===== config.mk =====
export PLATFORM = sky130hd
export DESIGN_NAME = uart_rx_frame_ctrl
export DESIGN_NICKNAME = d
export VERILOG_FILES = /design/src/rtl/uart_rx_frame_ctrl.sv
export SDC_FILE = /design/constraint.sdc
export NUM_CORES = 1
export LEC_CHECK = 0
export ABC_AREA = 1
export CORE_AREA = 2 2 144 146
export DETAILED_ROUTE_END_ITERATION = 8
export DIE_AREA = 0 0 146 148
export PLACE_DENSITY_LB_ADDON = 0.3
export RECOVER_POWER = 100
export SYNTH_ARGS = -nofsm -noshare
export SYNTH_HDL_FRONTEND = slang
export SYNTH_SLANG_ARGS = --single-unit

===== constraint.sdc =====
create_clock -name clk -period 5.67 [get_ports clk]
set_input_delay 1.4175 -clock clk [delete_from_list [all_inputs] [get_ports clk]]
set_output_delay 1.4175 -clock clk [all_outputs]
set_load 0.02 [all_outputs]

===== src/rtl/uart_rx_frame_ctrl.sv =====
// uart_rx_frame_ctrl: parses [HEADER][LEN][payload][SUM] frames and forwards the payload to a FIFO only when the checksum matches.
// Optional inter-byte timeout enabled by defining UART_RX_TIMEOUT_EN.
module uart_rx_frame_ctrl #(
  parameter logic [7:0] HEADER      = 8'hAA,
  parameter int         MAX_LEN     = 16,
  parameter int         TIMEOUT_CYC = 50000
) (
  input  logic       clk,
  input  logic       rst_n,
  input  logic [7:0] rx_data,
  input  logic       rx_done,
  input  logic       FIFO_full,
  output logic [7:0] data8_out,
  output logic       FIFO_wr,
  output logic       frame_ok,
  output logic       frame_err,
  output logic       rx_overrun,
  output logic       busy
);
  localparam int         AW   = (MAX_LEN > 1) ? $clog2(MAX_LEN) : 1;
  localparam logic [7:0] MAX8 = 8'(MAX_LEN);
  typedef enum logic [2:0] {IDLE, GET_LEN, GET_DATA, GET_SUM, COMMIT} state_t;
  state_t        state_q;
  logic [7:0]    len_q, sum_q;
  logic [AW-1:0] idx_q;
  logic [7:0]    pay_q [2**AW];
  logic          frame_ok_q, frame_err_q, rx_overrun_q;
  logic          last, tmo;
  assign last       = 8'(idx_q) == len_q - 8'd1;
  assign FIFO_wr    = state_q == COMMIT && !FIFO_full;
  assign data8_out  = state_q == COMMIT ? pay_q[idx_q] : 8'h00;
  assign busy       = state_q != IDLE;
  assign frame_ok   = frame_ok_q;
  assign frame_err  = frame_err_q;
  assign rx_overrun = rx_overrun_q;
`ifdef UART_RX_TIMEOUT_EN
  localparam int TW = $clog2(TIMEOUT_CYC + 1);
  logic [TW-1:0] tmo_q;
  assign tmo = (state_q == GET_LEN || state_q == GET_DATA || state_q == GET_SUM) && !rx_done
               && tmo_q == TW'(TIMEOUT_CYC - 1);
  always_ff @(posedge clk or negedge rst_n) begin
    if (!rst_n) tmo_q <= '0;
    else if (rx_done || state_q == IDLE) tmo_q <= '0;
    else if (state_q != COMMIT) tmo_q <= tmo_q + 1'b1;
  end
`else
  assign tmo = 1'b0;
`endif
  always_ff @(posedge clk) begin
    if (state_q == GET_DATA && rx_done) pay_q[idx_q] <= rx_data;
  end
  always_ff @(posedge clk or negedge rst_n) begin
    if (!rst_n) begin
      state_q      <= IDLE;
      len_q        <= 8'h00;
      sum_q        <= 8'h00;
      idx_q        <= '0;
      frame_ok_q   <= 1'b0;
      frame_err_q  <= 1'b0;
      rx_overrun_q <= 1'b0;
    end else begin
      frame_ok_q   <= 1'b0;
      frame_err_q  <= 1'b0;
      rx_overrun_q <= 1'b0;
      if (tmo) begin
        state_q     <= IDLE;
        frame_err_q <= 1'b1;
      end else begin
        case (state_q)
          IDLE: if (rx_done && rx_data == HEADER) state_q <= GET_LEN;
          GET_LEN: if (rx_done) begin
            if (rx_data == 8'h00 || rx_data > MAX8) begin
              state_q     <= IDLE;
              frame_err_q <= 1'b1;
            end else begin
              len_q   <= rx_data;
              sum_q   <= rx_data;
              idx_q   <= '0;
              state_q <= GET_DATA;
            end
          end
          GET_DATA: if (rx_done) begin
            sum_q <= sum_q + rx_data;
            idx_q <= idx_q + 1'b1;
            if (last) state_q <= GET_SUM;
          end
          GET_SUM: if (rx_done) begin
            if (rx_data == sum_q) begin
              idx_q   <= '0;
              state_q <= COMMIT;
            end else begin
              state_q     <= IDLE;
              frame_err_q <= 1'b1;
            end
          end
          COMMIT: begin
            if (!FIFO_full) begin
              idx_q <= idx_q + 1'b1;
              if (last) begin
                state_q    <= IDLE;
                frame_ok_q <= 1'b1;
              end
            end
            // a stray byte on the final write yields to frame_ok so pulses stay exclusive
            if (rx_done && !(!FIFO_full && last)) rx_overrun_q <= 1'b1;
          end
          default: state_q <= IDLE;
        endcase
      end
    end
  end
endmodule


==> results.py <==
metrics = {
    "critical_path": {
        "required_ps": 4250,
        "crit_fanout": 37,
        "crit_family": "buffers and inverters",
        "worst-setup-path-type": "reg -> out",
        "cp-end-kind": "primary output",
        "slowest_delay_ps": 730,
        "worst_setup_path_start_kind": "flip-flop",
        "crit_arrival_ps": 3240,
        "crit_chain": "inv_2, o21ai_0, o22ai_1, nand3_1, a41oi_1, dlygate4sd3_1",
        "worst-path-buf-inv": 2,
        "crit_slowest_cell": "dlygate4sd3_1",
    },
    "timing": {
        "period_minus_slack_ps": 4660,
        "setup_violations": 0,
        "rsz0062_at_grt": "no",
        "layout_setup_ws_ps": 1010,
        "fin_crit_sh": 0.821,
        "tns_ps": 0,
        "worst_clock_skew_ps": 11.7,
        "max_clock_freq_mhz": 215,
        "finalHoldViolations": 0,
        "max-slew-margin-rel": 0.0115,
        "worst_pin_slew_ps": 1480,
        "drv_slew": 0,
    },
    "power_and_ir_drop": {
        "p_total_mw": 3.26,
        "vdd_drop_max_mv": 0.246,
        "pwr-share-seq": 0.412,
        "p_leak_nw": 2.91,
        "p_per_area_nw_per_um2": 410,
        "p_switching_mw": 1.05,
        "p_int_mw": 2.20,
        "combPwrFrac": 0.229,
        "power_frac_clock": 0.358,
        "switching_share": 0.323,
    },
    "cts": {
        "clock_path_buffers": 2,
        "cts_tree": "built",
        "post_cts_resized": 0,
        "cts_sinks": 154,
        "postCtsHoldBufs": 0,
        "cts_buffers": 17,
        "cts-root-buf": "clkbuf_16",
        "cts_setup_buffers": 0,
        "clkLatencyLatePin_ps": 440,
        "clk_pin_slew_ps": 60,
        "htreeDepth": 4,
    },
    "route": {
        "wl_per_cell_um": 18.3,
        "totalWireLength_mm": 17.2,
        "dr.first_iter.drc_count": 428,
        "dr.pass1.iters": 4,
        "vias_per_cell": 5.17,
        "drc": 0,
        "vias": 4858,
        "ant_nets": 0,
    },
    "logic_synthesis": {
        "synth_seq_cells": 154,
        "netlist.area_leader.share": 0.556,
        "yosysWarnings": 0,
        "ys_types": 38,
        "synth_area_leaders": "edfxtp_1 56%, dfrtp_1 9.4%, nor2_1 5.7%, nand2_1 4.8%, o21ai_0 4.3%",
        "syn_nets": 658,
        "seq_area_frac_synth": 0.650,
        "postSynthCellCount": 633,
        "yosys.area.top_type": "edfxtp_1",
        "avgSynthCellArea_um2": 10.9,
        "syn_area_um2": 6910,
    },
    "floorplan": {
        "dieHeight_um": 148,
        "die_x_um": 146,
        "pin_count": 25,
        "core_um2": 20000,
        "die_area_um2": 21600,
        "start_util": 0.345,
        "rows": 52,
    },
    "placed_design": {
        "port_buffers": 24,
        "place_congestion": 0.833,
        "post-place-ws_ps": 1540,
        "dp_hpwl_mm": 10.8,
    },
    "finish": {
        "drive_gt1_frac": 0.0866,
        "fill_cells": 1996,
        "fin_nets": 682,
        "n_antenna_cell": 0,
        "area_growth_pct": 15.0,
    },
    "global_routing": {
        "grt_max_degree": 70,
        "grt_usage": 0.165,
        "grt_overflow": 0,
        "antenna_found_initial": 0,
        "grt_first_pass_wirelength_mm": 27.2,
        "grt_pass1_vias": 4961,
    },
    "hold_path": {
        "min_path_type": "reg -> reg",
    },
    "outcome": {
        "status": "completed",
    },
    "flow_run": {
        "cap_violations": 0,
    },
}
## cells by family (layout without fill, tap and decap cells)
kind of cell	count (synthesis)	count (layout)	share of synthesized area
simple gates	258	258	0.164
flops	154	154	0.650
compound gates	134	134	0.110
buf+inv	67	104	0.0422
fa+ha+maj	13	13	0.0246
xor+xnor	7	7	0.00887
## metrics by stage
step | utilization | std cells | area (um^2) | hold slack [ps]
floorplan | - | 633 | 6910 | 459
global placement | 0.370 | 908 | 7410 | 487
detailed placement | 0.370 | 908 | 7410 | 489
CTS | 0.400 | 940 | 8010 | 504
global route | 0.397 | 940 | 7950 | 537
finish | 0.397 | 940 | 7950 | 493
## registers in the layout, indices dropped and copies added, names as in the netlist
register	count
pay_q	128
len_q	8
sum_q	8
idx_q	4
state_q	3
frame_err	1
frame_ok	1
rx_overrun	1
## metal layers
| metal | share of wire | vias up | track usage | routed length [um] |
|---|---|---|---|---|
| li1 | - | 2293 | - | - |
| met4 | 0.015 | 0 | 0.0534 | 261 |
| met1 | 0.43 | 2375 | 0.210 | 7450 |
| met3 | 0.058 | 24 | 0.0395 | 1000 |
| met2 | 0.49 | 166 | 0.280 | 8510 |
| met5 | 0 | - | 0 | 0 |
## cells in the final DEF, fill, tap and decap left out, types with 2 or more instances in the layout
cell type	count
edfxtp_1	128
nor2_1	108
nand2_1	91
o21ai_0	64
nand3_1	40
o22ai_1	32
inv_1	29
dfrtp_1	25
dlygate4sd3_1	23
clkbuf_16	17
o21ai_1	15
ha_1	12
inv_2	9
a41oi_1	8
a21oi_1	7
xor2_1	5
inv_6	5
clkbuf_1	5
clkinv_4	4
nor2_2	4
clkinv_1	3
nand3_2	3
nand4_1	3
nand2_2	3
a31oi_1	3
nor2_4	2
nor3_1	2
xnor2_1	2
bufinv_16	2
inv_8	2
buf_4	2
## worst min-delay path, cell delays in order (launching register included)
cell     delay [ps]
dfrtp_1         320
inv_1            50
nor2_1           90
## cell usage after synthesis
master     number
inv_2          10
fa_1            1
nor2_4          4
o22ai_1        32
xnor2_1         2
a41oi_1         8
inv_1          29
buf_4           5
o21ai_1        19
a21oi_1         7
buf_2           7
nand2_1        89
o31ai_1         1
o21bai_1        1
o2111ai_1       1
buf_6           1
nor2_1        104
or2_2           1
edfxtp_1      128
nand2_4         1
o21ai_0        60
xor2_1          5
clkbuf_1       13
o211ai_1        1
nand2_2         4
ha_1           12
nand3_1        38
clkinv_1        1
nor2_2          6
clkinv_4        1
a21oi_2         1
or3_1           1
nor3_1          2
nand3_4         1
dfrtp_1        26
nand3_2         4
nand4_1         3
a31oi_1         3
## power by group through the flow
stage | logic, mW | clock network [mW] | registers, mW
floorplan | 0.590 | 0 | 1.36
global placement | 0.741 | 0 | 1.36
detailed placement | 0.766 | 0 | 1.37
CTS | 0.770 | 1.18 | 1.34
global route | 0.845 | 1.23 | 1.35
finish | 0.746 | 1.17 | 1.34
## worst paths after layout
| path | from | end | slack [ps] | cells past startpoint |
|---|---|---|---|---|
| worst max-delay path | idx_q[1]$_DFFE_PN0P_ | data8_out[7] | 1010 | 6 |
| worst min-delay path | len_q[7]$_DFFE_PN0P_ | len_q[7]$_DFFE_PN0P_ | 490 | 2 |
| worst max register to register | idx_q[0]$_DFFE_PN0P_ | pay_q[14][4]$_DFFE_PP_ | 2850 | 4 |
| worst min register to register | len_q[7]$_DFFE_PN0P_ | len_q[7]$_DFFE_PN0P_ | 490 | 2 |
| max in group asynchronous | rst_n | idx_q[0]$_DFFE_PN0P_ | 2830 | 2 |
| min in group asynchronous | rst_n | state_q[0]$_DFFE_PN0P_ | 1860 | 2 |
## area by class of cell
type | instances | area (um^2) | share of cell area
flip-flops and latches | 154 | 4500 | 0.566
multi-input cells | 412 | 2080 | 0.261
clock buffers | 17 | 425 | 0.0535
well taps | 270 | 338 | 0.0425
repair buffers | 31 | 274 | 0.0345
clock inverters | 15 | 180 | 0.0227
inverters | 41 | 159 | 0.0200
Note: power is estimated with default switching activity, not from simulation.
